`src/rtl/mips32_fetch_queue_if.sv`:
```
`default_nettype none
// ============================================================================
//  Module   : mips32_fetch_queue_if
//  Purpose  : Instruction-memory, redirect/halt and decode handshake bundle
//             for the MIPS32 fetch queue.
//  Revision : 1.0
// ============================================================================
interface mips32_fetch_queue_if #(
    parameter int DEPTH = 4,
    parameter int AW    = 9
) ();
    localparam int c_cw = $clog2(DEPTH + 1);

    logic            imem_en;
    logic [AW-1:0]   imem_addr;
    logic [31:0]     imem_rdata;
    logic            redirect_valid;
    logic [31:0]     redirect_pc;
    logic            halt;
    logic            id_valid;
    logic [31:0]     id_ir;
    logic [31:0]     id_npc;
    logic            id_ready;
    logic [31:0]     pc_out;
    logic [c_cw-1:0] q_count;

    // Fetch block side
    modport master (
        output imem_en, imem_addr,
        input  imem_rdata,
        input  redirect_valid, redirect_pc, halt,
        output id_valid, id_ir, id_npc,
        input  id_ready,
        output pc_out, q_count
    );

    // Memory / decode / control side
    modport slave (
        input  imem_en, imem_addr,
        output imem_rdata,
        output redirect_valid, redirect_pc, halt,
        input  id_valid, id_ir, id_npc,
        output id_ready,
        input  pc_out, q_count
    );
endinterface
`default_nettype wire

```
`src/rtl/mips32_fetch_queue.sv`:
```
`default_nettype none
// ============================================================================
//  Module   : mips32_fetch_queue
//  Purpose  : MIPS32 fetch front end: owns the PC, reads a synchronous imem
//             and buffers {ir, npc} in a FIFO presented to decode.
//  Revision : 1.0
// ============================================================================
module mips32_fetch_queue #(
    parameter int DEPTH = 4,
    parameter int AW    = 9
) (
    input  wire logic               clk1,
    input  wire logic               rst,
    mips32_fetch_queue_if.master    bus
);
    localparam int         c_cw       = $clog2(DEPTH + 1);
    localparam int         c_pw       = $clog2(DEPTH);
    localparam logic [5:0] c_hlt_op   = 6'b111111;
    localparam logic [c_cw:0] c_depth = (c_cw + 1)'(DEPTH);

    logic [31:0]     pc_q, pc_d;
    logic [c_cw-1:0] count_q, count_d;
    logic [c_pw-1:0] rd_ptr_q, rd_ptr_d;
    logic [c_pw-1:0] wr_ptr_q, wr_ptr_d;
    logic            inflight_q, inflight_d;
    logic [31:0]     inflight_addr_q, inflight_addr_d;
    logic            hlt_seen_q, hlt_seen_d;

    logic [31:0]     ir_q  [DEPTH];
    logic [31:0]     npc_q [DEPTH];

    logic            w_redirect;
    logic [c_cw:0]   w_eff_occ;
    logic            w_issue;
    logic [31:0]     w_issue_addr;
    logic            w_push;
    logic            w_pop;
    logic            w_valid;

    assign w_redirect = bus.redirect_valid;

    // A redirect discards both the queue and the outstanding read, so the
    // issue decision sees an empty pipe; a same-cycle pop frees nothing.
    always_comb begin
        w_eff_occ = '0;
        if (!w_redirect) begin
            w_eff_occ = {1'b0, count_q} + {{c_cw{1'b0}}, inflight_q};
        end
    end

    assign w_issue      = !rst && !bus.halt && (w_redirect || !hlt_seen_q)
                          && (w_eff_occ < c_depth);
    assign w_issue_addr = w_redirect ? bus.redirect_pc : pc_q;

    // The word trailing an HLT is still returned by memory; drop it here.
    assign w_push  = !rst && inflight_q && !w_redirect && !hlt_seen_q;
    assign w_valid = !rst && (count_q != '0) && !bus.halt;
    assign w_pop   = w_valid && bus.id_ready;

    assign bus.imem_en   = w_issue;
    assign bus.imem_addr = rst ? '0 : w_issue_addr[AW-1:0];
    assign bus.id_valid  = w_valid;
    assign bus.id_ir     = ir_q[rd_ptr_q];
    assign bus.id_npc    = npc_q[rd_ptr_q];
    assign bus.pc_out    = pc_q;
    assign bus.q_count   = count_q;

    always_comb begin
        pc_d            = pc_q;
        count_d         = count_q;
        rd_ptr_d        = rd_ptr_q;
        wr_ptr_d        = wr_ptr_q;
        inflight_d      = 1'b0;
        inflight_addr_d = inflight_addr_q;
        hlt_seen_d      = hlt_seen_q;

        if (w_redirect) begin
            count_d    = '0;
            rd_ptr_d   = '0;
            wr_ptr_d   = '0;
            hlt_seen_d = 1'b0;
            pc_d       = bus.redirect_pc;
        end else begin
            if (w_push) begin
                wr_ptr_d = wr_ptr_q + c_pw'(1);
                if (bus.imem_rdata[31:26] == c_hlt_op) begin
                    hlt_seen_d = 1'b1;
                end
            end
            if (w_pop) begin
                rd_ptr_d = rd_ptr_q + c_pw'(1);
            end
            case ({w_push, w_pop})
                2'b10:   count_d = count_q + c_cw'(1);
                2'b01:   count_d = count_q - c_cw'(1);
                default: count_d = count_q;
            endcase
        end

        if (w_issue) begin
            pc_d            = w_issue_addr + 32'd1;
            inflight_d      = 1'b1;
            inflight_addr_d = w_issue_addr;
        end
    end

    always_ff @(posedge clk1) begin
        if (rst) begin
            pc_q            <= '0;
            count_q         <= '0;
            rd_ptr_q        <= '0;
            wr_ptr_q        <= '0;
            inflight_q      <= 1'b0;
            inflight_addr_q <= '0;
            hlt_seen_q      <= 1'b0;
        end else begin
            pc_q            <= pc_d;
            count_q         <= count_d;
            rd_ptr_q        <= rd_ptr_d;
            wr_ptr_q        <= wr_ptr_d;
            inflight_q      <= inflight_d;
            inflight_addr_q <= inflight_addr_d;
            hlt_seen_q      <= hlt_seen_d;
        end
    end

    // Payload storage needs no reset: entries are only read behind count.
    always_ff @(posedge clk1) begin
        if (w_push) begin
            ir_q[wr_ptr_q]  <= bus.imem_rdata;
            npc_q[wr_ptr_q] <= inflight_addr_q + 32'd1;
        end
    end
endmodule
`default_nettype wire

```
`src/flat_wrapper.sv`:
```
// flat-port wrapper written by rule: the top's interface ports become plain ports
module mips32_fetch_queue_flat 
#(
    parameter int DEPTH = 4,
    parameter int AW    = 9
)
  (clk1, rst, bus_imem_en, bus_imem_addr, bus_imem_rdata, bus_redirect_valid, bus_redirect_pc, bus_halt, bus_id_valid, bus_id_ir, bus_id_npc, bus_id_ready, bus_pc_out, bus_q_count);
  mips32_fetch_queue_if #(.DEPTH(DEPTH), .AW(AW)) bus_i ();
  input  wire logic clk1;
  input  wire logic rst;
  output wire logic [$bits(bus_i.imem_en)-1:0] bus_imem_en;
  output wire logic [$bits(bus_i.imem_addr)-1:0] bus_imem_addr;
  input wire logic [$bits(bus_i.imem_rdata)-1:0] bus_imem_rdata;
  input wire logic [$bits(bus_i.redirect_valid)-1:0] bus_redirect_valid;
  input wire logic [$bits(bus_i.redirect_pc)-1:0] bus_redirect_pc;
  input wire logic [$bits(bus_i.halt)-1:0] bus_halt;
  output wire logic [$bits(bus_i.id_valid)-1:0] bus_id_valid;
  output wire logic [$bits(bus_i.id_ir)-1:0] bus_id_ir;
  output wire logic [$bits(bus_i.id_npc)-1:0] bus_id_npc;
  input wire logic [$bits(bus_i.id_ready)-1:0] bus_id_ready;
  output wire logic [$bits(bus_i.pc_out)-1:0] bus_pc_out;
  output wire logic [$bits(bus_i.q_count)-1:0] bus_q_count;
  assign bus_imem_en = bus_i.imem_en;
  assign bus_imem_addr = bus_i.imem_addr;
  assign bus_i.imem_rdata = bus_imem_rdata;
  assign bus_i.redirect_valid = bus_redirect_valid;
  assign bus_i.redirect_pc = bus_redirect_pc;
  assign bus_i.halt = bus_halt;
  assign bus_id_valid = bus_i.id_valid;
  assign bus_id_ir = bus_i.id_ir;
  assign bus_id_npc = bus_i.id_npc;
  assign bus_i.id_ready = bus_id_ready;
  assign bus_pc_out = bus_i.pc_out;
  assign bus_q_count = bus_i.q_count;
  mips32_fetch_queue #(.DEPTH(DEPTH), .AW(AW)) u_core (.clk1(clk1), .rst(rst), .bus(bus_i));
endmodule
```
`config.mk`:
```
export PLATFORM = sky130hd
export DESIGN_NAME = mips32_fetch_queue_flat
export DESIGN_NICKNAME = d
export VERILOG_FILES = /design/src/rtl/mips32_fetch_queue_if.sv /design/src/rtl/mips32_fetch_queue.sv /design/src/flat_wrapper.sv
export SDC_FILE = /design/constraint.sdc
export NUM_CORES = 1
export LEC_CHECK = 0
export CORE_ASPECT_RATIO = 0.7
export CORE_MARGIN = 1
export CORE_UTILIZATION = 57
export DETAILED_ROUTE_END_ITERATION = 8
export DONT_BUFFER_PORTS = 1
export PLACE_DENSITY = 0.75
export SYNTH_ARGS = -nofsm -noshare
export SYNTH_HDL_FRONTEND = slang
export SYNTH_SLANG_ARGS = --single-unit
```
`constraint.sdc`:
```
create_clock -name clk1 -period 3.55 [get_ports clk1]
set_input_delay 0.355 -clock clk1 [delete_from_list [all_inputs] [get_ports clk1]]
set_output_delay 0.355 -clock clk1 [all_outputs]
set_load 0.1 [all_outputs]
```
==> results.sh <==
export IMPL_status="complete, no violations"
export IMPL_clockBufferDepth=3
export IMPL_gr_usage_all_layers_pct=24.9
export IMPL_timing_rr_start="u_core.bus.pc_out[12]"
export IMPL_synth_fp_nets=926
export IMPL_gp_congestion=0.904
export IMPL_portBuffers=0
export IMPL_min_path_cells=3
export IMPL_crit_arrival_ns=2.42
export IMPL_drc_errors=0
export IMPL_crit_type="reg2out"
export IMPL_post_drt_wl_per_cell_um=23.6
export IMPL_synthDistinctLibCells=53
export IMPL_worst_pin_slew_ns=1.11
export IMPL_maxCapViolCount=0
export IMPL_ios=179
export IMPL_syn_instance_count=849
export IMPL_drt_iter0_markers=495
export IMPL_insertion_delay_ns=0.56
export IMPL_core_sq_mm=0.0228
export IMPL_setup_tns_ns=0
export IMPL_dieHeight_um=130
export IMPL_clockRootBuffer="clkbuf_16"
export IMPL_worstPathRequired_ns=3.19
export IMPL_worstHoldStart="bus_redirect_pc[18]"
export IMPL_finalNetCount=1004
export IMPL_overflow=0
export IMPL_grt_pass1_vias=7681
export IMPL_grt_pass1_wl_um=45200
export IMPL_syn_to_final_growth_pct=15.0
export IMPL_p_leak_nw=5.14
export IMPL_crit_fanout=37
export IMPL_syn_area_sq_mm=0.0134
export IMPL_dr_pass1_iters=5
export IMPL_synthArstFlopShare_pct=0
export IMPL_syn_avg_cell_area_sq_um=15.8
export IMPL_ys_ff_latch=331
export IMPL_drive_above_1_share_pct=21.2
export IMPL_crit_buf_inv=1
export IMPL_crit_path_top_delay_cell="dfxtp_2"
export IMPL_cts_tree="done"
export IMPL_setup_violations=0
export IMPL_reg2reg_slack_ns=0.82
export IMPL_yosys_area_top_type_share_pct=57.3
export IMPL_min_path_type="in2reg"
export IMPL_yosysSeqAreaShare_pct=68.5
export IMPL_antenna_found_initial=0
export IMPL_whs_endpoint="u_core.bus.pc_out[19]"
export IMPL_clock_sinks=331
export IMPL_yosysWarnings=0
export IMPL_vias=7700
export IMPL_rsz0062_at_grt="no"
export IMPL_drv_slew=0
export IMPL_cts_max_level=1
export IMPL_ir_worst_vdd_v=0.000401
export IMPL_fin_crit_ns=2.77
export IMPL_initial_utilization_pct=58.7
export IMPL_layout_setup_ws_ns=0.779
export IMPL_dp_final_hpwl_um=19200
export IMPL_finalHoldViolations=0
export IMPL_cp_start_kind="flop"
export IMPL_cpLargestDelayFamily="flip-flops"
export IMPL_r2r_end="u_core.bus.pc_out[29]"
export IMPL_slew_headroom_pct=25.9
export IMPL_fmax_mhz=361
export IMPL_dieWidth_um=185
export IMPL_grt_max_degree=68
export IMPL_critPathMaxStageDelay_ns=0.87
export IMPL_fin_crit_sh_pct=78.1
export IMPL_synth_edf_count=256
export IMPL_cts_buffers=29
export IMPL_dp_worst_setup_slack_ns=0.884
export IMPL_dieArea_sq_mm=0.0242
export IMPL_rows=46
export IMPL_synthFlopType="edfxtp_1"
export IMPL_worstRegToRegCells=6
export IMPL_ant_nets=0
export IMPL_yosysTopAreaCell="edfxtp_1"
export IMPL_p_per_area_mw_per_mm2=537
export IMPL_endpoint_kind="output port"
export IMPL_cts_resized=0
export IMPL_via_per_inst=6.10
export IMPL_routed_wl_um=29700
export IMPL_skew_ns=0.0119
export IMPL_synthTopCellsByArea="edfxtp_1 (57%), dfxtp_1 (11%), mux4_2 (11%)"
export IMPL_clkSlewWorstSetupHoldPaths_ns=0.07
export IMPL_critical_path_cell_chain="buf_12, mux4_2"
export IMPL_diodes=0
per-layer routing:
layer  vias to the layer above  share of wire (%)  global-route usage, %
met2                       318                 44                   37.7
met3                        31                9.1                   6.73
met1                      3867                 46                   36.6
met5                         -                  0                      0
li1                       3484                  -                      -
met4                         0                1.5                   5.25
through the flow:
stage               area [sq um]  util (%)  hold WS [ns]  power [mW]  std cells
finish                     15400      67.5        0.0768        8.29       1262
global route               15400      67.5        0.0827        8.52       1262
CTS                        15400      67.5        0.0534        8.32       1262
detailed placement         14100      61.9         0.439        5.20       1175
global placement           14100      61.9         0.436        5.18       1175
floorplan                  13400         -         0.454        5.06        849
cells in the mapped netlist, types with 2 or more instances:
library cell and instances:
edfxtp_1 256, dfxtp_1 75, nor2_1 65, mux4_2 64, a21oi_1 38, nand2_1 33
nand3_1 28, clkbuf_1 24, mux2i_1 23, xnor2_1 23, nor3_1 20, o21ai_0 20
xor2_1 20, nand4_1 18, inv_1 14, mux2_2 13, and3_1 10, buf_1 10
nor4_1 8, ha_1 7, a31oi_1 6, nand4b_1 6, and3b_1 5, and4_1 5
buf_2 5, a211oi_1 4, and2_1 4, o31a_1 4, o31ai_1 4, nor3b_1 3
or3_1 3, a22oi_1 2, a41o_1 2, buf_6 2, clkinv_1 2, nor2b_1 2
o21a_1 2, o21ai_1 2, or2_2 2, or4_1 2
cell type report:
class / instances / area [sq um]
clock inverters: 17 / 171
flip-flops and latches: 331 / 9190
fillers: 1563 / 7420
clock buffers: 37 / 766
inverters: 16 / 60.1
repair buffers: 89 / 811
well taps: 312 / 390
multi-input cells: 460 / 4040
cell usage in the layout, fill, tap and decap left out, types with 5 or more instances in the layout:
cell type and instances:
a21oi_1 38, a31oi_1 6, and3_1 10, and3b_1 5, and4_1 5, buf_12 5, buf_4 52, clkbuf_1 7
clkbuf_16 29, clkinv_2 10, dfxtp_1 73, dlygate4sd3_1 32, edfxtp_1 256, ha_1 7, inv_1 14, mux2_2 13
mux2i_1 23, mux4_2 64, nand2_1 33, nand3_1 28, nand4_1 18, nand4b_1 6, nor2_1 56, nor2_2 9
nor3_1 19, nor4_1 8, o21ai_0 20, xnor2_1 23, xor2_1 20
tightest hold or removal path: stages:
cell and delay, ns:
a31oi_1 0.08, nor2_1 0.08, o21ai_1 0.07
cell families (layout without fill, tap and decap cells):
group | after synthesis | in the layout | synth area share, %
xor gates and xnor gates | 43 | 43 | 2.81
buffers and inverters | 58 | 159 | 1.81
muxes | 100 | 100 | 13.5
AOI/OAI and AO/OA | 91 | 91 | 4.08
DFF | 331 | 331 | 68.5
and+or+nand+nor | 218 | 218 | 8.47
adders and majority gates | 8 | 8 | 0.802
registers in the layout, indices dropped and copies added, names as in the netlist, named ones only:
name	cells
u_core.bus.pc_out	32
u_core.bus.q_count	3
u_core.hlt_seen_q	1
u_core.inflight_addr_q	32
u_core.inflight_q	1
u_core.ir_q	128
u_core.npc_q	128
u_core.rd_ptr_q	2
u_core.wr_ptr_q	2
power by group:
| group | internal (mW) | switching [mW] | leakage [nW] |
|---|---|---|---|
| Clock | 1.75 | 1.36 | 0.469 |
| Combinational | 0.190 | 0.626 | 1.74 |
| Sequential | 4.28 | 0.0751 | 2.94 |
how the worst max path moves through the flow:
stage,startpoint,endpoint,slack (ns),cells after the start
after CTS,flop,bus_id_npc[11],0.74,2
final,flop,bus_id_npc[10],0.78,2
after global placement,u_core.bus.pc_out[13],u_core.bus.pc_out[29],0.99,6
after floorplan,bus_redirect_valid,u_core.ir_q[1][0],0.06,6
after detailed placement,u_core.bus.pc_out[12],u_core.bus.pc_out[29],0.88,6
after global routing,u_core.bus.pc_out[12],u_core.bus.pc_out[29],0.53,6
what timing repair did:
| action | 4_1_cts | 5_1_grt |
|---|---|---|
| hold endpoints to repair | 159 | 0 |
| setup buffers | 0 | 0 |
| hold buffers | 33 | 0 |
Power figures use the tool's default switching activity.
